===== config.mk =====
export PLATFORM = sky130hd
export DESIGN_NAME = vga_timing_flat
export DESIGN_NICKNAME = d
export VERILOG_FILES = /design/src/rtl/vga_pkg.sv /design/src/rtl/vga_timing_if.sv /design/src/rtl/vga_axis_counter.sv /design/src/rtl/vga_timing.sv /design/src/flat_wrapper.sv
export SDC_FILE = /design/constraint.sdc
export NUM_CORES = 1
export LEC_CHECK = 0
export CORE_UTILIZATION = 40
export CTS_BUF_LIST = sky130_fd_sc_hd__clkbuf_16
export DETAILED_ROUTE_END_ITERATION = 12
export SLEW_MARGIN = 10
export SYNTH_ARGS = -nofsm -noshare
export SYNTH_HDL_FRONTEND = slang
export SYNTH_SLANG_ARGS = --single-unit

===== constraint.sdc =====
create_clock -name clock -period 2.03 [get_ports clock]
set_clock_uncertainty 0.05 [all_clocks]
set_input_delay 0.406 -clock clock [delete_from_list [all_inputs] [get_ports clock]]
set_output_delay 0.406 -clock clock [all_outputs]
set_load 0.005 [all_outputs]

===== src/rtl/vga_pkg.sv =====
// ---------------------------------------------------------------------------
// vga_pkg
// Shared raster constants for the VGA pipeline. Holds the default 640x480@60
// timing, the derived line/frame totals, and the sync polarity constants.
// The colour/pattern stage imports this package so that both stages agree on
// the raster geometry.
// Contents:
//   *_DEF timing localparams  - default porch/sync/active sizes
//   H_TOTAL_DEF / V_TOTAL_DEF - clocks per line, lines per frame
//   SYNC_ACTIVE_LOW/HIGH      - sync polarity constants
//   vga_sync_t                - bundle of active/hsync/vsync, one delay stage
//   bitsFor()                 - bits needed to hold a given maximum value
// ---------------------------------------------------------------------------
package vga_pkg;

    localparam int H_ACTIVE_DEF = 640;
    localparam int H_FRONT_DEF  = 16;
    localparam int H_SYNC_DEF   = 96;
    localparam int H_BACK_DEF   = 48;
    localparam int H_TOTAL_DEF  = H_ACTIVE_DEF + H_FRONT_DEF + H_SYNC_DEF + H_BACK_DEF;

    localparam int V_ACTIVE_DEF = 480;
    localparam int V_FRONT_DEF  = 10;
    localparam int V_SYNC_DEF   = 2;
    localparam int V_BACK_DEF   = 33;
    localparam int V_TOTAL_DEF  = V_ACTIVE_DEF + V_FRONT_DEF + V_SYNC_DEF + V_BACK_DEF;

    localparam bit SYNC_ACTIVE_LOW  = 1'b0;
    localparam bit SYNC_ACTIVE_HIGH = 1'b1;
    localparam bit HSYNC_POL_DEF    = SYNC_ACTIVE_LOW;
    localparam bit VSYNC_POL_DEF    = SYNC_ACTIVE_LOW;

    localparam int CW_DEF         = 10;
    localparam int SYNC_DELAY_MAX = 7;

    // One stage of the sync/active delay line.
    typedef struct packed {
        logic active;
        logic hsync;
        logic vsync;
    } vga_sync_t;

    // Smallest bit count whose range covers maxVal (at least 1).
    function automatic int bitsFor(input int maxVal);
        int n;
        n = 31;
        for (int i = 30; i >= 1; i--) begin
            if ((1 << i) > maxVal) begin
                n = i;
            end
        end
        return n;
    endfunction

endpackage


===== src/rtl/vga_timing_if.sv =====
// ---------------------------------------------------------------------------
// vga_timing_if
// Bundle between the raster timing generator and its consumer.
// Signals:
//   pix_en      - pixel-step enable, driven by the consumer side
//   x, y        - coordinates of the current output pixel/line (CW bits)
//   active      - inside the visible area
//   hsync/vsync - sync outputs at the configured polarity
//   line_start  - one-clock pulse when x/y move to h=0
//   frame_start - one-clock pulse when x/y move to (0,0)
// Modports:
//   master - the timing generator
//   slave  - the pattern/framebuffer stage (or a testbench)
// ---------------------------------------------------------------------------
interface vga_timing_if
    import vga_pkg::*;
#(
    parameter int CW = CW_DEF
);

    logic          pix_en;
    logic [CW-1:0] x;
    logic [CW-1:0] y;
    logic          active;
    logic          hsync;
    logic          vsync;
    logic          line_start;
    logic          frame_start;

    modport master (
        input  pix_en,
        output x, y, active, hsync, vsync, line_start, frame_start
    );

    modport slave (
        output pix_en,
        input  x, y, active, hsync, vsync, line_start, frame_start
    );

endinterface


===== src/rtl/vga_axis_counter.sv =====
// ---------------------------------------------------------------------------
// vga_axis_counter
// One raster axis (horizontal or vertical). Counts 0..TOTAL-1 and decodes
// where the count lies within the active/front/sync/back regions.
// Ports:
//   clock, reset - pixel clock, asynchronous active-high reset
//   i_step       - advance the counter on this clock
//   i_wrap       - when stepping, return to 0 instead of incrementing
//   o_count      - current count
//   o_tc         - count is at TOTAL-1 (terminal count)
//   o_inSync     - count lies in the sync pulse window
//   o_inActive   - count lies in the visible region
// ---------------------------------------------------------------------------
module vga_axis_counter
    import vga_pkg::*;
#(
    parameter int ACTIVE = H_ACTIVE_DEF,
    parameter int FRONT  = H_FRONT_DEF,
    parameter int SYNC   = H_SYNC_DEF,
    parameter int BACK   = H_BACK_DEF,
    parameter int CW     = CW_DEF
) (
    input  logic          clock,
    input  logic          reset,
    input  logic          i_step,
    input  logic          i_wrap,
    output logic [CW-1:0] o_count,
    output logic          o_tc,
    output logic          o_inSync,
    output logic          o_inActive
);

    localparam int TOTAL = ACTIVE + FRONT + SYNC + BACK;

    localparam logic [CW-1:0] TC_VAL     = CW'(TOTAL - 1);
    localparam logic [CW-1:0] SYNC_FIRST = CW'(ACTIVE + FRONT);
    localparam logic [CW-1:0] SYNC_LAST  = CW'(ACTIVE + FRONT + SYNC - 1);
    localparam logic [CW-1:0] ACT_LIMIT  = CW'(ACTIVE);

    logic [CW-1:0] r_count;

    always_ff @(posedge clock or posedge reset) begin
        if (reset) begin
            r_count <= '0;
        end else if (i_step) begin
            if (i_wrap) begin
                r_count <= '0;
            end else begin
                r_count <= r_count + 1'b1;
            end
        end
    end

    assign o_count    = r_count;
    assign o_tc       = (r_count == TC_VAL);
    assign o_inSync   = (r_count >= SYNC_FIRST) && (r_count <= SYNC_LAST);
    assign o_inActive = (r_count < ACT_LIMIT);

endmodule


===== src/rtl/vga_timing.sv =====
// ---------------------------------------------------------------------------
// vga_timing
// Raster timing generator for the VGA colour stage. Two axis counters walk
// the raster; every enabled step the current position is registered onto
// x/y together with the raw active/hsync/vsync decode. The decode then runs
// through SYNC_DELAY enable-qualified stages so that sync stays aligned with
// a colour pipeline of that depth. line_start/frame_start are evaluated on
// every clock, so they stay one clock wide regardless of pix_en.
// Ports:
//   clock - pixel clock from the PLL
//   reset - asynchronous, active-high
//   bus   - vga_timing_if master: pix_en in; x, y, active, hsync, vsync,
//           line_start, frame_start out
// ---------------------------------------------------------------------------
module vga_timing
    import vga_pkg::*;
#(
    parameter int H_ACTIVE   = H_ACTIVE_DEF,
    parameter int H_FRONT    = H_FRONT_DEF,
    parameter int H_SYNC     = H_SYNC_DEF,
    parameter int H_BACK     = H_BACK_DEF,
    parameter int V_ACTIVE   = V_ACTIVE_DEF,
    parameter int V_FRONT    = V_FRONT_DEF,
    parameter int V_SYNC     = V_SYNC_DEF,
    parameter int V_BACK     = V_BACK_DEF,
    parameter bit HSYNC_POL  = HSYNC_POL_DEF,
    parameter bit VSYNC_POL  = VSYNC_POL_DEF,
    parameter int CW         = CW_DEF,
    parameter int SYNC_DELAY = 0
) (
    input logic         clock,
    input logic         reset,
    vga_timing_if.master bus
);

    localparam int H_TOTAL = H_ACTIVE + H_FRONT + H_SYNC + H_BACK;
    localparam int V_TOTAL = V_ACTIVE + V_FRONT + V_SYNC + V_BACK;

    localparam vga_sync_t SYNC_IDLE = '{active: 1'b0, hsync: ~HSYNC_POL, vsync: ~VSYNC_POL};

    // Configuration errors are caught at elaboration rather than producing a
    // silently truncated raster.
    if (bitsFor(H_TOTAL - 1) > CW || bitsFor(V_TOTAL - 1) > CW) begin : g_cwTooNarrow
        $error("vga_timing: CW=%0d cannot hold H_TOTAL-1=%0d / V_TOTAL-1=%0d",
               CW, H_TOTAL - 1, V_TOTAL - 1);
    end
    if (SYNC_DELAY < 0 || SYNC_DELAY > SYNC_DELAY_MAX) begin : g_badSyncDelay
        $error("vga_timing: SYNC_DELAY=%0d outside 0..%0d", SYNC_DELAY, SYNC_DELAY_MAX);
    end
    if (H_SYNC < 1 || V_SYNC < 1 || H_ACTIVE < 1 || V_ACTIVE < 1) begin : g_badGeometry
        $error("vga_timing: active and sync widths must be at least 1");
    end

    logic [CW-1:0] w_hCount;
    logic          w_hTc;
    logic          w_hInSync;
    logic          w_hInActive;
    logic [CW-1:0] w_vCount;
    logic          w_vTc;
    logic          w_vInSync;
    logic          w_vInActive;
    logic          w_vStep;
    logic          w_hZero;
    logic          w_vZero;

    // The vertical axis only moves on the last pixel of a line.
    assign w_vStep = bus.pix_en & w_hTc;
    assign w_hZero = (w_hCount == '0);
    assign w_vZero = (w_vCount == '0);

    vga_axis_counter #(
        .ACTIVE (H_ACTIVE),
        .FRONT  (H_FRONT),
        .SYNC   (H_SYNC),
        .BACK   (H_BACK),
        .CW     (CW)
    ) u_hCounter (
        .clock      (clock),
        .reset      (reset),
        .i_step     (bus.pix_en),
        .i_wrap     (w_hTc),
        .o_count    (w_hCount),
        .o_tc       (w_hTc),
        .o_inSync   (w_hInSync),
        .o_inActive (w_hInActive)
    );

    vga_axis_counter #(
        .ACTIVE (V_ACTIVE),
        .FRONT  (V_FRONT),
        .SYNC   (V_SYNC),
        .BACK   (V_BACK),
        .CW     (CW)
    ) u_vCounter (
        .clock      (clock),
        .reset      (reset),
        .i_step     (w_vStep),
        .i_wrap     (w_vTc),
        .o_count    (w_vCount),
        .o_tc       (w_vTc),
        .o_inSync   (w_vInSync),
        .o_inActive (w_vInActive)
    );

    logic [CW-1:0] r_x;
    logic [CW-1:0] r_y;
    vga_sync_t     r_raw;
    logic          r_lineStart;
    logic          r_frameStart;

    // Start pulses sit outside the pix_en qualification: with pix_en held
    // high h leaves 0 after one step, and with pix_en low the pulse drops.
    always_ff @(posedge clock or posedge reset) begin
        if (reset) begin
            r_x          <= '0;
            r_y          <= '0;
            r_raw        <= SYNC_IDLE;
            r_lineStart  <= 1'b0;
            r_frameStart <= 1'b0;
        end else begin
            r_lineStart  <= bus.pix_en & w_hZero;
            r_frameStart <= bus.pix_en & w_hZero & w_vZero;
            if (bus.pix_en) begin
                r_x          <= w_hCount;
                r_y          <= w_vCount;
                r_raw.active <= w_hInActive & w_vInActive;
                r_raw.hsync  <= w_hInSync ? HSYNC_POL : ~HSYNC_POL;
                r_raw.vsync  <= w_vInSync ? VSYNC_POL : ~VSYNC_POL;
            end
        end
    end

    vga_sync_t w_syncOut;

    if (SYNC_DELAY == 0) begin : g_noDelay
        assign w_syncOut = r_raw;
    end else begin : g_delay
        vga_sync_t r_stage [SYNC_DELAY];

        always_ff @(posedge clock or posedge reset) begin
            if (reset) begin
                for (int i = 0; i < SYNC_DELAY; i++) begin
                    r_stage[i] <= SYNC_IDLE;
                end
            end else if (bus.pix_en) begin
                r_stage[0] <= r_raw;
                for (int i = 1; i < SYNC_DELAY; i++) begin
                    r_stage[i] <= r_stage[i-1];
                end
            end
        end

        assign w_syncOut = r_stage[SYNC_DELAY-1];
    end

    assign bus.x           = r_x;
    assign bus.y           = r_y;
    assign bus.active      = w_syncOut.active;
    assign bus.hsync       = w_syncOut.hsync;
    assign bus.vsync       = w_syncOut.vsync;
    assign bus.line_start  = r_lineStart;
    assign bus.frame_start = r_frameStart;

endmodule


===== src/flat_wrapper.sv =====
// flat-port wrapper written by rule: the top's interface ports become plain ports
module vga_timing_flat import vga_pkg::*;
#(
    parameter int H_ACTIVE   = H_ACTIVE_DEF,
    parameter int H_FRONT    = H_FRONT_DEF,
    parameter int H_SYNC     = H_SYNC_DEF,
    parameter int H_BACK     = H_BACK_DEF,
    parameter int V_ACTIVE   = V_ACTIVE_DEF,
    parameter int V_FRONT    = V_FRONT_DEF,
    parameter int V_SYNC     = V_SYNC_DEF,
    parameter int V_BACK     = V_BACK_DEF,
    parameter bit HSYNC_POL  = HSYNC_POL_DEF,
    parameter bit VSYNC_POL  = VSYNC_POL_DEF,
    parameter int CW         = CW_DEF,
    parameter int SYNC_DELAY = 0
)
  (clock, reset, bus_pix_en, bus_x, bus_y, bus_active, bus_hsync, bus_vsync, bus_line_start, bus_frame_start);
  vga_timing_if #(.CW(CW)) bus_i ();
  input logic clock;
  input logic reset;
  input wire logic [$bits(bus_i.pix_en)-1:0] bus_pix_en;
  output wire logic [$bits(bus_i.x)-1:0] bus_x;
  output wire logic [$bits(bus_i.y)-1:0] bus_y;
  output wire logic [$bits(bus_i.active)-1:0] bus_active;
  output wire logic [$bits(bus_i.hsync)-1:0] bus_hsync;
  output wire logic [$bits(bus_i.vsync)-1:0] bus_vsync;
  output wire logic [$bits(bus_i.line_start)-1:0] bus_line_start;
  output wire logic [$bits(bus_i.frame_start)-1:0] bus_frame_start;
  assign bus_i.pix_en = bus_pix_en;
  assign bus_x = bus_i.x;
  assign bus_y = bus_i.y;
  assign bus_active = bus_i.active;
  assign bus_hsync = bus_i.hsync;
  assign bus_vsync = bus_i.vsync;
  assign bus_line_start = bus_i.line_start;
  assign bus_frame_start = bus_i.frame_start;
  vga_timing #(.H_ACTIVE(H_ACTIVE), .H_FRONT(H_FRONT), .H_SYNC(H_SYNC), .H_BACK(H_BACK), .V_ACTIVE(V_ACTIVE), .V_FRONT(V_FRONT), .V_SYNC(V_SYNC), .V_BACK(V_BACK), .HSYNC_POL(HSYNC_POL), .VSYNC_POL(VSYNC_POL), .CW(CW), .SYNC_DELAY(SYNC_DELAY)) u_core (.clock(clock), .reset(reset), .bus(bus_i));
endmodule

== Word-level counts from Yosys, hierarchy flattened ==
Cells that the tools add are included.

* RAM bits: 0
* Memories: 0
* Word-level logic and storage cells: 31
* Bits of input ports: 3
* Output and inout port bits: 25
* Bits in latches: 0
* Register bits: 45
* Bits in read-only memories: 0

* Reductions and logical operators: 4
* Multiplexer cells: 4
* Add/sub/neg operators: 2
* Div/mod/pow operators: 0
* Magnitude comparators: 6
* $mul: 0
* Eq/ne operators: 2
* Shift operators: 0
* Bitwise gates (word level): 4

{| class="wikitable"
|+ Operator list
! cell !! number
|-
| $add A10 B1 Y10 const B || 2
|-
| $eq A10 B10 Y1 const B || 2
|-
| $logic_not A10 Y1 || 2
|-
| $mux W10 || 2
|-
| $ge A10 B10 Y1 const B || 1
|-
| $ge A10 B9 Y1 const B || 1
|-
| $le A10 B10 Y1 const B || 1
|-
| $le A10 B9 Y1 const B || 1
|-
| $lt A10 B10 Y1 const B || 1
|-
| $lt A10 B9 Y1 const B || 1
|-
| $and A1 B1 Y1 || 4
|-
| $logic_and A1 B1 Y1 || 2
|-
| $mux W1 || 2
|}

== Longest topological paths before layout ==
Gate-level depths: netlist of the first run.

* Word-level depth: 3
* Mapped depth: 6
* Mapped depth without buffers: 6

== By module ==
A second synthesis of the first run with hierarchy kept.

* Cells, all modules: 198
* Area total of the unflattened synthesis: 2168.3 um2

{| class="wikitable"
|+ Modules (own cells, without submodules)
! module !! instances !! cells an instance !! seq. area each (um2) !! area an instance (um2)
|-
| vga_timing || 1 || 65 || 628.1 || 977.2
|-
| vga_axis_counter (u_core.u_vCounter) || 1 || 65 || 250.2 || 603.1
|-
| vga_axis_counter (u_core.u_hCounter) || 1 || 68 || 250.2 || 588.1
|}

== Worst setup path after synthesis of the first run ==
OpenSTA, ideal clock, no wires.

* Path kind: reg2reg
* Start point: register u_core.u_hCounter.r_count[0], in the netlist u_core.u_hCounter.o_count[0]
* End point: register u_core.u_vCounter.r_count[8], in the netlist u_core.u_vCounter.o_count[8]
* Data arrival time: 1386 ps
* Data required time: 1857 ps
* Slack: 470 ps
* Library setup time: 123 ps
* Path buffers: 1
* Cell stages (with the launch flop): 7
* Period minus slack after synthesis: 1560 ps
* Cell sequence: dfrtp_1 > ha_1 > and4_2 > and4_1 > buf_4 > nand4_1 > xnor2_1

* Longest elaborated chain between the ends: 2

{| class="wikitable"
|+ Ends and longest elaborated chain
! element !! line !! text
|-
| start, declared || vga_axis_counter.sv:40 || <nowiki>logic [CW-1:0] r_count;</nowiki>
|-
| start signal, assigned || vga_axis_counter.sv:49 || <nowiki>r_count <= r_count + 1'b1;</nowiki>
|-
| $eq A10 B10 Y1 || vga_axis_counter.sv:55 || <nowiki>assign o_tc = (r_count == TC_VAL);</nowiki>
|-
| $and A1 B1 Y1 || vga_timing.sv:67 || <nowiki>assign w_vStep = bus.pix_en & w_hTc;</nowiki>
|-
| end signal, assigned || vga_axis_counter.sv:49 ||
|-
| end, declared || vga_axis_counter.sv:40 ||
|}

Every way passes these cells.
A chain may end at the register's enable or synchronous reset.

== Worst setup path after layout of the first run ==
* Start point: register u_core.u_hCounter.r_count[0], in the netlist u_core.u_hCounter.o_count[0]
* End point: register u_core.u_vCounter.r_count[6], in the netlist u_core.u_vCounter.o_count[6]

The elaborated chain is that of the path after synthesis.

==> qor.csv, run 1 <==
metric,value,unit
CTS tree,built,
Setup TNS,0,ns
Vias,1410,
Die Ht,73.4,um
Slew @ Worst Pin,0.642,ns
Final Instance Area,0.00257,mm^2
worst r2r src,u_core.u_hCounter.o_count[0]$_DFFE_PP0P_,
max-cap violations,0,
"Slew Viols, Final",0,
CP Class,reg -> reg,
RSZ-0062 raised after global routing,no,
reg-to-reg setup timing slack,0.21,ns
# DRC,0,
Num CTS Buffers,5,
Worst R2R End,u_core.u_vCounter.o_count[6]$_DFFE_PP0P_,
routed len/inst,13.9,um
"Primary FF master, synth",dfrtp_1,
Placer Congestion,0.819,
critical path startpoint category,flop,
sequential fraction of the synthesis area,0.554,
total gr overflow,0,
critical-path cell list,ha_1 -> and4_2 -> and4_1 -> nand4_1 -> xnor2_1,
CP max stage cell,dfrtp_1,
core area,0.00482,mm^2
final non-filler cell total,274,
clk buf depth,2,
Crit. End Element,flop,
Tightest Hold Check Type,in -> async,
"EDFF count, synth",0,
I/O Buffers,27,
H-tree Lvls,2,
fin crit period,1.82,ns
ranking of synthesized cells by area,"dfrtp_1 (53%), mux2_2 (11%), ha_1 (3.1%), dfstp_2 (2.6%), nand2_1 (2.6%)",
Slew headroom,0.569,
nets@finish,215,
share of cells above drive strength 1,0.198,
crit path max fanout,10,
worst stage delay on the critical path,0.42,ns
first-pass GRT wire length,6650,um
total die area,0.00538,mm^2
Peak VDD IR,0.524,mV
DRT Wirelength,3820,um
synth unique cells,38,
Leak,1.15,nW
post-synth top area share,0.528,
FP Rows,25,
"Cell Area, Synth",0.00204,mm^2
Ports,28,
setup violators final,0,
Syn Nets,182,
cts hold-fix bufs,0,
Skew-Pair Late Insertion Delay,0.28,ns
initial DRC count,113,
vias in the first global route,1403,
cell count of the worst reg-to-reg path,5,
total iterations of the first detailed-routing run,4,
Fmax achieved,0.549,GHz
CTS Sinks,45,
starting density of the core,0.423,
fillcell total,445,
Synth Register Bits,45,
cts repair resizes,0,
initial antenna violation count,0,
asr flop ratio synth,1.00,
Area Overhead vs Synth,26.0,%
"top cells by count, synth","dfrtp_1 (43), mux2_2 (20), nand2_1 (14)",
placed cell areas,0.00241,mm^2
Required @ worst endpoint,2.14,ns
DP Cell Count,267,
P per Cell Area,924,mW/mm^2
biggest area consumer among synthesized cells,dfrtp_1,
end of the critical path,u_core.u_vCounter.o_count[6]$_DFFE_PP0P_,
CP arrival,1.94,ns
average vias per placed instance,5.15,
post-CTS setup buffer count,0,
DPL Wire Length,2760,um
# diodes,0,
Syn Area/Cell,11.7,um^2
largest net degree at the start of global routing,25,
die width,73.4,um
crit path launch,u_core.u_hCounter.o_count[0]$_DFFE_PP0P_,
status,completed,
Worst-path clk slew,0.06,ns
most frequent cell after synthesis,dfrtp_1,
total track usage,0.166,
Mapped Cells,174,
crit share post-route,0.898,
Final ANT Viol Nets,0,
root buf cell,clkbuf_16,
endpoints failing hold,0,
YS warnings,0,
power breakdown:
part           total [mW]  internal [mW]  switching, mW
Clock               0.880          0.571          0.310
Combinational       0.378          0.226          0.152
Sequential           1.11           1.00          0.112
Total                2.37           1.80          0.573
registers in the layout (all words and copies together), names as in the netlist:
register	cells
u_core.bus.active	1
u_core.bus.vsync	1
u_core.bus.hsync	1
u_core.bus.frame_start	1
u_core.bus.y	10
u_core.bus.x	10
u_core.bus.line_start	1
u_core.u_vCounter.o_count	10
u_core.u_hCounter.o_count	10
cells in the final DEF, fill, tap and decap left out, drive strengths merged, types with 3 or more instances in the layout:
master and n:
and4 4, mux2 20, xnor2 5, buf 5, o21ai 8, clkdlybuf4s50 27
and3 4, a21oi 4, nand3 7, nor2 9, nand4 6, nor2b 3
ha 5, inv 7, dfrtp 43, clkbuf 5, nand2 14, nor3 4
xor2 6
how the worst min path moves through the flow:
stage / from / to / slack [ns] / depth (start not counted)
3_5_place_dp: u_core.bus.vsync$_DFFE_PP1P_ / u_core.bus.vsync$_DFFE_PP1P_ / 0.44 / 2
2_1_floorplan: u_core.u_vCounter.o_count[7]$_DFFE_PP0P_ / u_core.u_vCounter.o_count[7]$_DFFE_PP0P_ / 0.42 / 1
3_3_place_gp: u_core.bus.hsync$_DFFE_PP1P_ / u_core.bus.hsync$_DFFE_PP1P_ / 0.43 / 2
6_report: reset / u_core.u_hCounter.o_count[5]$_DFFE_PP0P_ / 0.39 / 2
5_1_grt: reset / u_core.u_hCounter.o_count[5]$_DFFE_PP0P_ / 0.43 / 2
4_1_cts: reset / u_core.u_hCounter.o_count[5]$_DFFE_PP0P_ / 0.40 / 2
worst max-delay path, delay by kind of cell (launching register included):
kind,cells,cell delay (ns)
xor gates and xnor gates,1,0.15
adders and majority gates,1,0.23
DFF,1,0.42
and+or+nand+nor,3,0.84
cell type report:
| cell class | instances | area (um^2) | area share |
|---|---|---|---|
| Timing Repair Buffer | 32 | 320 | 0.125 |
| Multi-Input combinational cell | 115 | 843 | 0.329 |
| Tap cell | 67 | 83.8 | 0.0327 |
| Sequential cell | 45 | 1130 | 0.440 |
| Inverter | 8 | 30.0 | 0.0117 |
| Clock buffer | 5 | 125 | 0.0488 |
| Clock inverter | 2 | 35.0 | 0.0137 |
per-stage QoR:
stage	power (mW)	setup WS (ns)	utilization	hold slack (ns)
2_1_floorplan	1.34	0.470	-	0.421
6_report	2.37	0.208	0.533	0.392
3_3_place_gp	1.49	0.139	0.499	0.433
4_1_cts	2.40	0.191	0.533	0.403
3_5_place_dp	1.50	0.0749	0.499	0.436
5_1_grt	2.49	0.0316	0.533	0.426
kinds of logic (layout without fill, tap and decap cells):
group	count (synthesis)	after routing	share of synthesized area
and+or+nand+nor	61	61	0.173
DFF	45	45	0.554
muxes	21	21	0.115
AOI/OAI and AO/OA	17	17	0.0479
buffers and inverters	14	47	0.0319
xor gates and xnor gates	11	11	0.0473
adders and majority gates	5	5	0.0307
layer usage:
layer	routed length, um	global-route usage
met5	0	0
met4	70	0.0769
met3	144	0.0494
met2	1950	0.275
met1	1660	0.201
(Power assumes the default switching activity.)
==> run 2: changes to the inputs <==
--- a/config.mk
+++ b/config.mk
@@ -5,9 +5,12 @@
 export SDC_FILE = /design/constraint.sdc
 export NUM_CORES = 1
 export LEC_CHECK = 0
+export CELL_PAD_IN_SITES_DETAIL_PLACEMENT = 0
+export CELL_PAD_IN_SITES_GLOBAL_PLACEMENT = 1
 export CORE_UTILIZATION = 40
 export CTS_BUF_LIST = sky130_fd_sc_hd__clkbuf_16
 export DETAILED_ROUTE_END_ITERATION = 12
+export PLACE_DENSITY_LB_ADDON = 0.1
 export SLEW_MARGIN = 10
 export SYNTH_ARGS = -nofsm -noshare
 export SYNTH_HDL_FRONTEND = slang
==> run 2 against run 1 <==
Compared with the run above: sequential power about the same; power down 4.6%; hold slack better by 0.022 ns; global-route usage up 0.52 points; maximum frequency up 1.7%.
==> qor.csv, run 2 (synthesis results as in run 1) <==
metric,value,unit,change
"commonest non-fill, non-tap cell in the layout",dfrtp_1,,unchanged
H-tree Lvls,2,,unchanged
Leak,1.15,nW,about the same
DP Cell Count,269,,was 267
Ports,28,,unchanged
Required @ worst endpoint,2.19,ns,was 2.14 ns
final non-filler cell total,277,,was 274
first-pass GRT wire length,6820,um,was 6650 um
Final WS setup,0.239,ns,was 0.208 ns
max-cap violations,0,,unchanged
Tightest Hold Check Type,in -> async,,unchanged
FP Rows,25,,unchanged
top cell family by delay on the critical path,simple AND/OR/NAND/NOR gates,,unchanged
P_sw,0.590,mW,was 0.573 mW
sequential share of power,0.493,,was 0.469
clk buf depth,2,,unchanged
core area,0.00482,mm^2,unchanged
Peak VDD IR,0.569,mV,was 0.524 mV
combinational power share,0.166,,was 0.160
status,completed,,unchanged
share of cells above drive strength 1,0.200,,was 0.198
RSZ-0062 raised after global routing,no,,unchanged
most frequent cells in the layout,"dfrtp_1 (43), clkdlybuf4s50_1 (27), mux2_2 (20), nand2_1 (14), nor2_1 (9)",,unchanged
Fmax achieved,0.558,GHz,was 0.549 GHz
starting density of the core,0.423,,unchanged
CTS tree,built,,unchanged
I/O Buffers,27,,unchanged
"Slew Viols, Final",0,,unchanged
# DRC,0,,unchanged
Area Overhead vs Synth,25.6,%,was 26.0%
crit path buf inv count,1,,was 0
DPL Wire Length,2800,um,was 2760 um
crit path max fanout,7,,was 10
Setup Slack @ Placement,0.0179,ns,was 0.0749 ns
Net Sw Frac,0.261,,was 0.242
total track usage,0.172,,was 0.166
Total Power,2.26,mW,was 2.37 mW
routed len/inst,14.5,um,was 13.9 um
vias in the first global route,1388,,was 1403
cts repair resizes,0,,unchanged
Placer Congestion,0.847,,was 0.819
cts hold-fix bufs,0,,unchanged
total iterations of the first detailed-routing run,4,,unchanged
placed cell areas,0.00242,mm^2,was 0.00241 mm^2
CTS Sinks,45,,unchanged
setup violators final,0,,unchanged
endpoints failing hold,0,,unchanged
worst stage delay on the critical path,0.44,ns,was 0.42 ns
fillcell total,448,,was 445
Vias,1413,,was 1410
post-CTS setup buffer count,0,,unchanged
nets@finish,217,,was 215
Setup TNS,0,ns,unchanged
initial DRC count,61,,was 113
Skew-Pair Late Insertion Delay,0.28,ns,about the same
Worst-path clk slew,0.06,ns,about the same
Die Ht,73.4,um,unchanged
Final Instance Area,0.00256,mm^2,was 0.00257 mm^2
Num CTS Buffers,5,,unchanged
total gr overflow,0,,unchanged
fin crit period,1.79,ns,was 1.82 ns
total die area,0.00538,mm^2,unchanged
Crit. End Element,flop,,unchanged
root buf cell,clkbuf_16,,unchanged
Slew @ Worst Pin,0.383,ns,was 0.642 ns
critical path startpoint category,flop,,unchanged
Final ANT Viol Nets,0,,unchanged
CP max stage cell,dfrtp_1,,unchanged
Slew headroom,0.742,,was 0.569
P per Cell Area,883,mW/mm^2,was 924 mW/mm^2
CP Class,reg -> reg,,unchanged
die width,73.4,um,unchanged
Clock power frac,0.341,,was 0.371
crit share post-route,0.882,,was 0.898
initial antenna violation count,0,,unchanged
average vias per placed instance,5.10,,was 5.15
DRT Wirelength,4030,um,was 3820 um
# diodes,0,,unchanged
critical-path cell list,ha_1 -> and4_2 -> and4_1 -> buf_4 -> nand2_1 -> o21ai_0,,was ha_1 -> and4_2 -> and4_1 -> nand4_1 -> xnor2_1
largest net degree at the start of global routing,46,,was 25
internal power,1.67,mW,was 1.80 mW
CP arrival,1.95,ns,was 1.94 ns
-- run 2: final timing paths --
check                                                    startpoint                                  endpoint  slack, ns  cells past startpoint
setup / recovery           u_core.u_hCounter.o_count[0]$_DFFE_PP0P_  u_core.u_vCounter.o_count[0]$_DFFE_PP0P_       0.24                      6
hold / removal                                                reset               u_core.bus.x[1]$_DFFE_PP0P_       0.41                      3
setup reg to reg           u_core.u_hCounter.o_count[0]$_DFFE_PP0P_  u_core.u_vCounter.o_count[0]$_DFFE_PP0P_       0.24                      6
hold reg to reg                        u_core.bus.hsync$_DFFE_PP1P_              u_core.bus.hsync$_DFFE_PP1P_       0.44                      2
max in group asynchronous                                     reset              u_core.bus.hsync$_DFFE_PP1P_       1.25                      3
min in group clock                     u_core.bus.hsync$_DFFE_PP1P_              u_core.bus.hsync$_DFFE_PP1P_       0.44                      2
-- run 2: power by group through the flow --
stage / Clock, mW / Combinational (mW) / Sequential [mW]
after global placement: 0 / 0.371 / 1.12
after global routing: 0.820 / 0.413 / 1.14
final: 0.771 / 0.374 / 1.11
after floorplan: 0 / 0.250 / 1.09
after detailed placement: 0 / 0.378 / 1.13
after CTS: 0.790 / 0.380 / 1.11
-- run 2: area by class of cell --
class | instances | area [um^2] | area share
tap | 67 | 83.8 | 0.0328
clock buffer | 5 | 125 | 0.0489
clock inverter | 3 | 12.5 | 0.00489
multi-input combinational | 115 | 843 | 0.330
timing repair buffer | 34 | 335 | 0.131
inverter | 8 | 30.0 | 0.0117
sequential | 45 | 1130 | 0.441
-- run 2: tightest hold or removal path, delay by kind of cell --
family | cells | cell delay [ns]
buffers and inverters | 3 | 0.71
-- run 2: routing by layer --
metal / vias to the layer above / part of all wire / global-route usage
li1: 681 / - / -
met2: 37 / 0.43 / 0.252
met1: 688 / 0.51 / 0.240
met5: - / 0 / 0
met3: 7 / 0.044 / 0.0425
met4: 0 / 0.018 / 0.0769
-- run 2: per-stage QoR --
stage / hold slack, ns / utilization
2_1_floorplan: 0.421 / -
3_3_place_gp: 0.434 / 0.503
3_5_place_dp: 0.432 / 0.503
4_1_cts: 0.428 / 0.531
5_1_grt: 0.458 / 0.531
6_report: 0.414 / 0.531
